File: src/rtl/instruction_fetch_stage_pkg.sv
// Shared CPU constants and the IF/ID payload type for the 16-bit five-stage pipeline.
package instruction_fetch_stage_pkg;

  localparam int unsigned INSTR_W = 16;
  localparam int unsigned ADDR_W  = 16;

  localparam logic [INSTR_W-1:0] NOP_INSTR = 16'h0800;
  localparam logic [ADDR_W-1:0]  RESET_PC  = 16'h0000;

  typedef struct packed {
    logic [INSTR_W-1:0] instr;
    logic [ADDR_W-1:0]  pc_plus_one;
    logic               valid;
  } if_id_t;

  // Modulo-2^16 increment used for both the PC and the IF/ID pcPlusOne field.
  function automatic logic [ADDR_W-1:0] pc_inc(input logic [ADDR_W-1:0] pc);
    return ADDR_W'(pc + ADDR_W'(1));
  endfunction

endpackage

File: src/rtl/instruction_fetch_stage_if_id_register.sv
// IF/ID pipeline register: load a fetched payload, insert a bubble, or hold.
module if_id_register
  import instruction_fetch_stage_pkg::*;
#(
  parameter logic [INSTR_W-1:0] NOP_INSTR = instruction_fetch_stage_pkg::NOP_INSTR
) (
  input  logic   clk,
  input  logic   rst,
  input  logic   load_i,
  input  logic   bubble_i,
  input  if_id_t payload_i,
  output if_id_t if_id_o
);

  if_id_t if_id_d;
  if_id_t if_id_q;

  // Bubble keeps the previous pcPlusOne; it only replaces the instruction and clears valid.
  always_comb begin
    if_id_d = if_id_q;
    if (bubble_i) begin
      if_id_d.instr = NOP_INSTR;
      if_id_d.valid = 1'b0;
    end else if (load_i) begin
      if_id_d = payload_i;
    end
  end

  always_ff @(posedge clk) begin
    if (rst) begin
      if_id_q.instr       <= NOP_INSTR;
      if_id_q.pc_plus_one <= '0;
      if_id_q.valid       <= 1'b0;
    end else begin
      if_id_q <= if_id_d;
    end
  end

  assign if_id_o = if_id_q;

endmodule

File: src/rtl/instruction_fetch_stage.sv
// Fetch stage: PC, instruction-memory request, hazard priority decode and bubble counter.
module instruction_fetch_stage
  import instruction_fetch_stage_pkg::*;
#(
  parameter logic [ADDR_W-1:0]  RESET_PC  = instruction_fetch_stage_pkg::RESET_PC,
  parameter logic [INSTR_W-1:0] NOP_INSTR = instruction_fetch_stage_pkg::NOP_INSTR
) (
  input  logic               clk,
  input  logic               rst,
  input  logic               stall,
  input  logic               flush,
  input  logic               branchTaken,
  input  logic [ADDR_W-1:0]  branchTarget,
  input  logic               memBusy,
  output logic [ADDR_W-1:0]  imemAddr,
  output logic               imemRead,
  input  logic [INSTR_W-1:0] imemData,
  output logic [INSTR_W-1:0] instructionOut,
  output logic [ADDR_W-1:0]  pcPlusOneOut,
  output logic               validOut,
  output logic [15:0]        bubbleCountOut
);

  localparam int unsigned CNT_W = 16;

  logic [ADDR_W-1:0] pc_d, pc_q;
  logic [CNT_W-1:0]  bubble_cnt_d, bubble_cnt_q;
  logic              load_c;
  logic              bubble_c;
  if_id_t            payload_c;
  if_id_t            if_id;

  // Priority: branch > stall > flush > memBusy > normal fetch (reset handled in the flops).
  always_comb begin
    pc_d     = pc_q;
    load_c   = 1'b0;
    bubble_c = 1'b0;
    if (branchTaken) begin
      pc_d     = branchTarget;
      bubble_c = 1'b1;
    end else if (stall) begin
      pc_d = pc_q;
    end else if (flush) begin
      bubble_c = 1'b1;
      if (!memBusy) pc_d = pc_inc(pc_q);
    end else if (memBusy) begin
      bubble_c = 1'b1;
    end else begin
      load_c = 1'b1;
      pc_d   = pc_inc(pc_q);
    end
  end

  always_comb begin
    payload_c.instr       = imemData;
    payload_c.pc_plus_one = pc_inc(pc_q);
    payload_c.valid       = 1'b1;
  end

  // Saturating bubble counter.
  always_comb begin
    bubble_cnt_d = bubble_cnt_q;
    if (bubble_c && (bubble_cnt_q != {CNT_W{1'b1}})) begin
      bubble_cnt_d = CNT_W'(bubble_cnt_q + CNT_W'(1));
    end
  end

  always_ff @(posedge clk) begin
    if (rst) begin
      pc_q         <= RESET_PC;
      bubble_cnt_q <= '0;
    end else begin
      pc_q         <= pc_d;
      bubble_cnt_q <= bubble_cnt_d;
    end
  end

  if_id_register #(
    .NOP_INSTR (NOP_INSTR)
  ) u_if_id (
    .clk       (clk),
    .rst       (rst),
    .load_i    (load_c),
    .bubble_i  (bubble_c),
    .payload_i (payload_c),
    .if_id_o   (if_id)
  );

  assign imemAddr       = pc_q;
  assign imemRead       = !rst && !memBusy && !stall;
  assign instructionOut = if_id.instr;
  assign pcPlusOneOut   = if_id.pc_plus_one;
  assign validOut       = if_id.valid;
  assign bubbleCountOut = bubble_cnt_q;

endmodule

File: config.mk
export PLATFORM = sky130hd
export DESIGN_NAME = instruction_fetch_stage
export DESIGN_NICKNAME = d
export VERILOG_FILES = /design/src/rtl/instruction_fetch_stage_pkg.sv /design/src/rtl/instruction_fetch_stage_if_id_register.sv /design/src/rtl/instruction_fetch_stage.sv
export SDC_FILE = /design/constraint.sdc
export NUM_CORES = 1
export LEC_CHECK = 0
export ABC_AREA = 1
export CORE_UTILIZATION = 42
export CTS_CLUSTER_DIAMETER = 200
export DETAILED_ROUTE_END_ITERATION = 12
export PLACE_DENSITY = 0.88
export SLEW_MARGIN = 15
export SYNTH_ARGS = -nofsm -noshare
export SYNTH_HDL_FRONTEND = slang
export SYNTH_SLANG_ARGS = --single-unit
File: constraint.sdc
create_clock -name clk -period 1.6 [get_ports clk]
set_input_delay 0.48 -clock clk [delete_from_list [all_inputs] [get_ports clk]]
set_output_delay 0.48 -clock clk [all_outputs]
set_load 0.005 [all_outputs]
Yosys cells after proc, flatten, opt, wreduce, memory -nomap -nowiden
Index checks and enable logic that the tools add are counted.
{"block": "word_totals", "reg_bits": 65, "inputBits": 38, "out_inout_bits": 66, "elab_cells": 31}
{"block": "classes", "addsub": 2, "eq_ne": 3, "n_mux": 11, "n_bitwise": 1, "reduce_logical": 9}
{"op": "2-to-1 mux 16 bit", "n": 3}
{"op": "adder 16 x 1 -> 16 bit, second input constant", "n": 2}
{"op": "inequality test 16 bit, second input constant", "n": 1}
{"op": "2-to-1 mux 1 bit", "n": 8}
{"op": "AND reduction 2 bit", "n": 2}
{"op": "logical AND 1 bit", "n": 3}
{"op": "logical NOT 1 bit", "n": 3}
{"op": "inequality test 2 x 1 -> 1 bit, second input constant", "n": 1}
{"op": "inequality test 2 bit, second input constant", "n": 1}
{"op": "OR reduction 2 bit", "n": 1}
{"op": "NOT 1 bit", "n": 1}

Depth between registers and ports, before layout
Gate-level depths: netlist of run 1.
{"block": "depth", "depth_word": 6, "ltp_mapped": 9, "depth_no_buf": 8}

Cells and area by module
From an unflattened synthesis of run 1, not the netlist that was laid out.
{"block": "unflattened", "cells_unflattened": 508, "hier_area_um2": 3339.5}
{"module": "instruction_fetch_stage", "instances": 1, "cells_each": 329, "area_per_inst_um2": 2060.7, "seq_area_each_um2": 640.6}
{"module": "if_id_register", "instances": 1, "cells_each": 179, "area_per_inst_um2": 1278.7, "seq_area_each_um2": 660.6}

Worst setup path before layout of run 1
Ideal clock, no wire load.
{"block": "synth_timing", "kind": "input to output", "start": "input port rst", "end": "output port imemRead", "t_arrival_ps": 1157, "required_time_ps": 1120, "setup_slack_ps": -37, "cell_stages": 3, "n_path_buf": 2, "cell_sequence": "clkbuf_1 -> buf_1 -> nor2_1"}
{"block": "synth_between", "elab_chain_cells": 3}
{"item": "start: declaration", "line_no": "instruction_fetch_stage.sv:9", "rtl": "input logic rst,"}
{"item": "logical NOT 1 bit", "line_no": "instruction_fetch_stage.sv:90", "rtl": "assign imemRead = !rst && !memBusy && !stall;"}
{"item": "logical AND 1 bit (2 in series)", "line_no": "instruction_fetch_stage.sv:90"}
{"item": "end: declaration", "line_no": "instruction_fetch_stage.sv:16", "rtl": "output logic imemRead,"}
Every way passes these cells.

Worst setup path after layout of run 1
{"block": "layout_timing", "start": "input port flush", "end": "register bubble_cnt_q[1] (netlist: bubbleCountOut[1])"}
{"block": "layout_between", "elab_chain_cells": 4}
{"item": "start: declaration", "line_no": "instruction_fetch_stage.sv:11", "rtl": "input logic flush,"}
{"item": "2-to-1 mux 1 bit", "line_no": "instruction_fetch_stage.sv:43", "rtl": "end else if (flush) begin"}
{"item": "2-to-1 mux 1 bit", "line_no": "instruction_fetch_stage.sv:41", "rtl": "end else if (stall) begin"}
{"item": "2-to-1 mux 1 bit", "line_no": "instruction_fetch_stage.sv:38", "rtl": "if (branchTaken) begin"}
{"item": "logical AND 1 bit", "line_no": "instruction_fetch_stage.sv:63", "rtl": "if (bubble_c && (bubble_cnt_q != {CNT_W{1'b1}})) begin"}
{"item": "end signal: assignment", "line_no": "instruction_fetch_stage.sv:74", "rtl": "bubble_cnt_q <= bubble_cnt_d;"}
{"item": "end: declaration", "line_no": "instruction_fetch_stage.sv:27", "rtl": "logic [CNT_W-1:0] bubble_cnt_d, bubble_cnt_q;"}
Every way passes these cells.
A chain may end at the register's enable or synchronous reset.

==> results of run 1 <==
-- where the power goes --
group          total, mW  leakage (nW)  switching (mW)  internal (mW)
Clock               1.38        0.0994           0.665          0.719
Sequential          1.68         0.552          0.0289           1.65
Combinational      0.512          1.65           0.250          0.261
-- layout by cell type, fill, tap and decap left out, types with 4 or more instances in the layout --
cell type / Yosys / layout
inv_1: 47 / 45
a31oi_1: 4 / 4
buf_4: 1 / 45
dfxtp_2: 0 / 31
xor2_1: 8 / 8
clkdlybuf4s50_1: 0 / 34
nor2_4: 3 / 6
xnor2_1: 6 / 6
inv_2: 2 / 4
dfxtp_1: 65 / 20
nor2_1: 59 / 56
buf_12: 0 / 4
a21oi_2: 10 / 10
nand2_1: 154 / 154
a21oi_1: 36 / 36
nand4_1: 6 / 6
dlygate4sd2_1: 0 / 65
nand3_1: 21 / 20
o21ai_0: 30 / 28
clkbuf_8: 0 / 9
dfxtp_4: 0 / 14
-- cell type report --
cell class / count / area, um^2
inverter: 49 / 183.9
tap: 99 / 123.9
multi-input combinational: 349 / 1685
clock inverter: 7 / 70.07
clock buffer: 9 / 123.9
fill: 628 / 2360
timing repair buffer: 155 / 1391
sequential: 65 / 1393
-- critical path, stage by stage --
cell and delay, ps:
clkdlybuf4s50_1 530, nor2_4 60, o21ai_4 210, buf_4 150, o21ai_4 60, buf_12 150
o21ai_1 120, nor2_1 60
-- sequential cells by signal (all words and copies together), names as in the netlist --
signal           count
bubbleCountOut      16
imemAddr            16
u_if_id.if_id_o     33
-- metal layers --
metal,global-route usage [%],vias up
li1,-,1816
met1,28.54,1685
met2,45.52,206
met3,4.709,23
met4,8.802,0
met5,0,-
-- logic make-up after synthesis --
group                    after synthesis
buffers and inverters                 66
AND/OR/NAND/NOR                      249
XOR/XNOR                              14
flip-flops                            65
adder cells (fa/ha/maj)                2
AO/OA/AOI/OAI                         84
-- how the worst max path moves through the flow --
stage | endpoint | start | cells past startpoint
2_1_floorplan | bubbleCountOut[2]$_SDFFE_PP0P_ | bubbleCountOut[0]$_SDFFE_PP0P_ | 9
3_3_place_gp | imemRead | stall | 5
3_5_place_dp | imemRead | memBusy | 5
4_1_cts | bubbleCountOut[4]$_SDFFE_PP0P_ | bubbleCountOut[0]$_SDFFE_PP0P_ | 7
5_1_grt | bubbleCountOut[0]$_SDFFE_PP0P_ | flush | 8
6_report | bubbleCountOut[1]$_SDFFE_PP0P_ | flush | 8
-- what timing repair did --
item / in CTS / in global routing
endpoints found under the hold margin: 0 / 0
setup buffers: 18 / 2
setup endpoints to repair: 86 / 44
gates cloned: 0 / 0
pin swaps: 1 / 3
resized for setup: 132 / 15
==> metrics.txt, run 1 <==
status=complete, no violations; vias per cell=5.089; first drt pass iteration count=10; Design Area, Final=4971 um^2; layout cells sized above 1=22.71%; die height=89.57 um; Critical Path Start Type=input port; CTS Hold Bufs=0; crit share post-route=98.78%; Layout area overhead=54.35%; min Tclk post-route=1581 ps; die area=8022 um^2; initial antenna violation count=0; internal reg-to-reg setup slack=110 ps; sequential share of the synthesized area=40.40%; largest family of logic cells by synthesized area=simple AND/OR/NAND/NOR gates; GRT overflow=0; num rows=31; maxcap violations=0; synth warn=0; largest net degree at the start of global routing=42; number of diodes=0; Simple-Gate Fraction of Synth Area=31.74%; synthesized cell area=3221 um^2; Critical Path Sink Type=flip-flop; number of top-level pins=104; first-pass GRT wire length=15.36 mm; unrepaired setup endpoints after global routing=true; Hold Path Class=reg -> reg; DRC=0; worst flop-to-flop path startpoint=imemAddr[0]$_SDFFE_PP0P_; RePlAce Congestion=0.8872; area share of the largest cell type after synthesis=40.40%; Met1 Routed Length=3.844 mm; Die Width=89.57 um; skew final=8.315 ps; via count=3,730; flops & latches, synth=65; TritonCTS clock tree=built; CP Class=in -> reg; largest cells by area after synthesis=dfxtp_1 (40%), nand2_1 (18%), nor2_1 (6.9%); Max IR drop VDD=0.3472 mV; min setup slack post-route=19.48 ps; Fin. Hold Viols=0; Clock Pin Slew Worst Setup and Hold Paths=70 ps; CP max FO=15; fin. max-slew vios=0; Iter 0 DRT Violations=192; total CTS buffers=9; Buffers on Ports=103; worst endpoint required time=1830 ps; CTS max path bufs=2; Arrival @ worst endpoint=1810 ps; FFs w/ async S/R, synth=0%; Synth top cells by count=nand2_1 (154), dfxtp_1 (65), nor2_1 (59); Total GRT Usage=24.81%; net count after synthesis=520; ys flop type=dfxtp_1; post-route ant nets=0; Worst Hold Path EP=u_if_id.if_id_o[20]$_SDFFE_PP0P_; xor-xnor portion of the synthesized cell area=3.807%; Wirelength per Cell=13.35 um; most frequent cell after synthesis=nand2_1; Leakage=2.298 nW; Routed WL=9.789 mm; Slew headroom=65.57%; PwrDens=719.0 nW/um^2; hold slack=456.7 ps; Power, Total=3.574 mW; Cell variety after synth=28; initial core utilization=43.93%; depth of the most critical reg-to-reg path=7; fin nets=669; Synth Area in Adders=0.7770%; wire length on met2=4.976 mm; setup tns final=0 ps; routed wl met3=808 um; Hold Crit Start=u_if_id.if_id_o[20]$_SDFFE_PP0P_; hold depth=2; Fmax achieved=632.7 MHz; Slew @ Worst Pin=516.5 ps; hpwl dp=6.803 mm; cell accounting for the most synthesized area=dfxtp_1; clock sink total=65; Clock H-tree levels=3; placed insts=697; fin util=67.81%; Mapped Cells=480; mux cell area share after synthesis=0%; clk root buf=clkbuf_8; uppermost layer routed=met4; Place WS=-615.7 ps; worst skew pair latency=340 ps; vias in the first global route=3,436; Area after DPL=4563 um^2; final std cells w/o fill=733; Crit Reg-Reg Endpoint=imemAddr[6]$_SDFFE_PP0P_; Core Area=7331 um^2; Post-Syn Area per Cell=6.710 um^2; Synth Area in Compound Gates=14.92%; EDFF count, synth=0; Final setup viols=0
(Power assumes the default switching activity.)
==> run 2: changes to the inputs <==
CORE_UTILIZATION = 46   (was 42)
PLACE_DENSITY = 0.91   (was 0.88)
SKIP_CTS_REPAIR_TIMING = 1   (was not set)
clock period = 1.7 ns   (was 1.6 ns; I/O delays follow)
==> metrics.txt, run 2 (synthesis gave the netlist of run 1 again) <==
Critical Path Start Type=flip-flop; PwrDens=623.8 nW/um^2 (-13%); number of top-level pins=104 (unchanged); RePlAce Congestion=0.9276 (+4.6%); Total GRT Usage=26.31% (+1.5 points); hpwl dp=6.889 mm (+1.3%); die area=7340 um^2 (-8.5%); Clock H-tree levels=3 (unchanged); min setup slack post-route=26.67 ps (+7.189 ps); post-route ant nets=0 (unchanged); Slew @ Worst Pin=346.7 ps (-169.8 ps); CP Class=reg -> out; Die Width=85.68 um (-4.3%); Crit Reg-Reg Endpoint=imemAddr[14]$_SDFFE_PP0P_; Hold Path Class=reg -> reg; clk root buf=clkbuf_8; initial core utilization=47.40% (+3.5 points); vias per cell=5.219 (+2.6%); hold depth=2 (unchanged); Fmax achieved=597.6 MHz; fin. max-slew vios=0 (unchanged); layout cells sized above 1=19.68% (-3.0 points); Clock Pin Slew Worst Setup and Hold Paths=70 ps (about the same); GRT overflow=0 (unchanged); hold slack=456.7 ps (-0.06800 ps); Iter 0 DRT Violations=258 (+34%); worst skew pair latency=340 ps (about the same); worst-path cell chain=clkdlybuf4s50_1; status=complete, no violations; min Tclk post-route=1673 ps; Fin. Hold Viols=0 (unchanged); Critical Path Sink Type=output port; die height=85.68 um (-4.3%); Slew headroom=76.89% (+11 points); CP max FO=2 (-13); Wirelength per Cell=14.46 um (+8.3%); fin util=74.99% (+7.2 points); Max IR drop VDD=0.3786 mV (+9.0%); via count=3,737 (+0.19%); Largest stage delay, worst path=500 ps (-30 ps); first-pass GRT wire length=15.06 mm (-1.9%); initial antenna violation count=0 (unchanged); number of diodes=0 (unchanged); largest net degree at the start of global routing=30 (-29%); Core Area=6794 um^2 (-7.3%); crit share post-route=98.43%; WP depth=1 (-7); total CTS buffers=9 (unchanged); CP top delay family=buffers and inverters; Place WS=-535.0 ps (+80.65 ps); depth of the most critical reg-to-reg path=8 (+1); max reg flops=33 (unchanged); Buffers on Ports=103 (unchanged); TritonCTS clock tree=built; clock sink total=65 (unchanged); CTS max path bufs=2 (unchanged); skew final=5.259 ps (-3.056 ps); fin nets=655 (-2.1%); Arrival @ worst endpoint=1160 ps (-650 ps); commonest non-fill, non-tap cells in the layout=nand2_1 (154), dlymetal6s2s_1 (66), nor2_1 (58); DRC=0 (unchanged); worst flop-to-flop path startpoint=imemAddr[1]$_SDFFE_PP0P_; Power, Total=3.178 mW (-11%); Worst Path Buf+Inv=1 (-2); Worst setup endpoint=imemAddr[8]; maxcap violations=0 (unchanged); setup tns final=0 ps (unchanged); Layout area overhead=58.20%; num rows=30 (-3.2%); crit path launch=imemAddr[8]$_SDFFE_PP0P_; commonest non-fill, non-tap cell in the layout=nand2_1; vias in the first global route=3,290 (-4.2%); Leakage=3.053 nW (+33%); Routed WL=10.36 mm (+5.8%); internal reg-to-reg setup slack=190 ps (+80 ps); Final setup viols=0 (unchanged); first drt pass iteration count=6 (-4); worst endpoint required time=1190 ps (-640 ps); slowest stage cell, crit path=clkdlybuf4s50_1
[run 2: power breakdown]
group / internal (mW) / switching [mW] / total [mW]
clock network: 0.518 / 0.608 / 1.13
logic: 0.245 / 0.221 / 0.465
registers: 1.55 / 0.0386 / 1.59
total: 2.31 / 0.867 / 3.18
[run 2: layer usage]
layer	track usage (%)	vias to the layer above	wire, um
li1	-	1785	-
met1	31.74	1714	4067
met2	44.36	211	5190
met3	7.026	27	820
met4	11.06	0	277
met5	0	-	0
[run 2: how the worst min path moves through the flow]
stage                                       endpoint                              from  slack, ps
detailed placement  u_if_id.if_id_o[22]$_SDFFE_PP0P_  u_if_id.if_id_o[22]$_SDFFE_PP0P_        450
global placement    u_if_id.if_id_o[21]$_SDFFE_PP0P_  u_if_id.if_id_o[21]$_SDFFE_PP0P_        450
CTS                 u_if_id.if_id_o[30]$_SDFFE_PP0P_  u_if_id.if_id_o[30]$_SDFFE_PP0P_        460
global route        u_if_id.if_id_o[27]$_SDFFE_PP0P_  u_if_id.if_id_o[27]$_SDFFE_PP0P_        480
finish              u_if_id.if_id_o[30]$_SDFFE_PP0P_  u_if_id.if_id_o[30]$_SDFFE_PP0P_        460
floorplan           u_if_id.if_id_o[29]$_SDFFE_PP0P_  u_if_id.if_id_o[29]$_SDFFE_PP0P_        460
[run 2: final cells by class]
type                       instances  area [um^2]
clock buffer                      10        127.6
fill                             469         1699
tap                               96        120.1
sequential                        65         1403
multi-input combinational        349         1658
timing repair buffer             141         1568
inverter                          49        183.9
clock inverter                     6        35.03
[run 2: through the flow]
stage	instances	area, um^2
2_1_floorplan	480	3221
6_report	716	5095
4_1_cts	700	4690
3_5_place_dp	684	4527
5_1_grt	716	5095
3_3_place_gp	684	4527
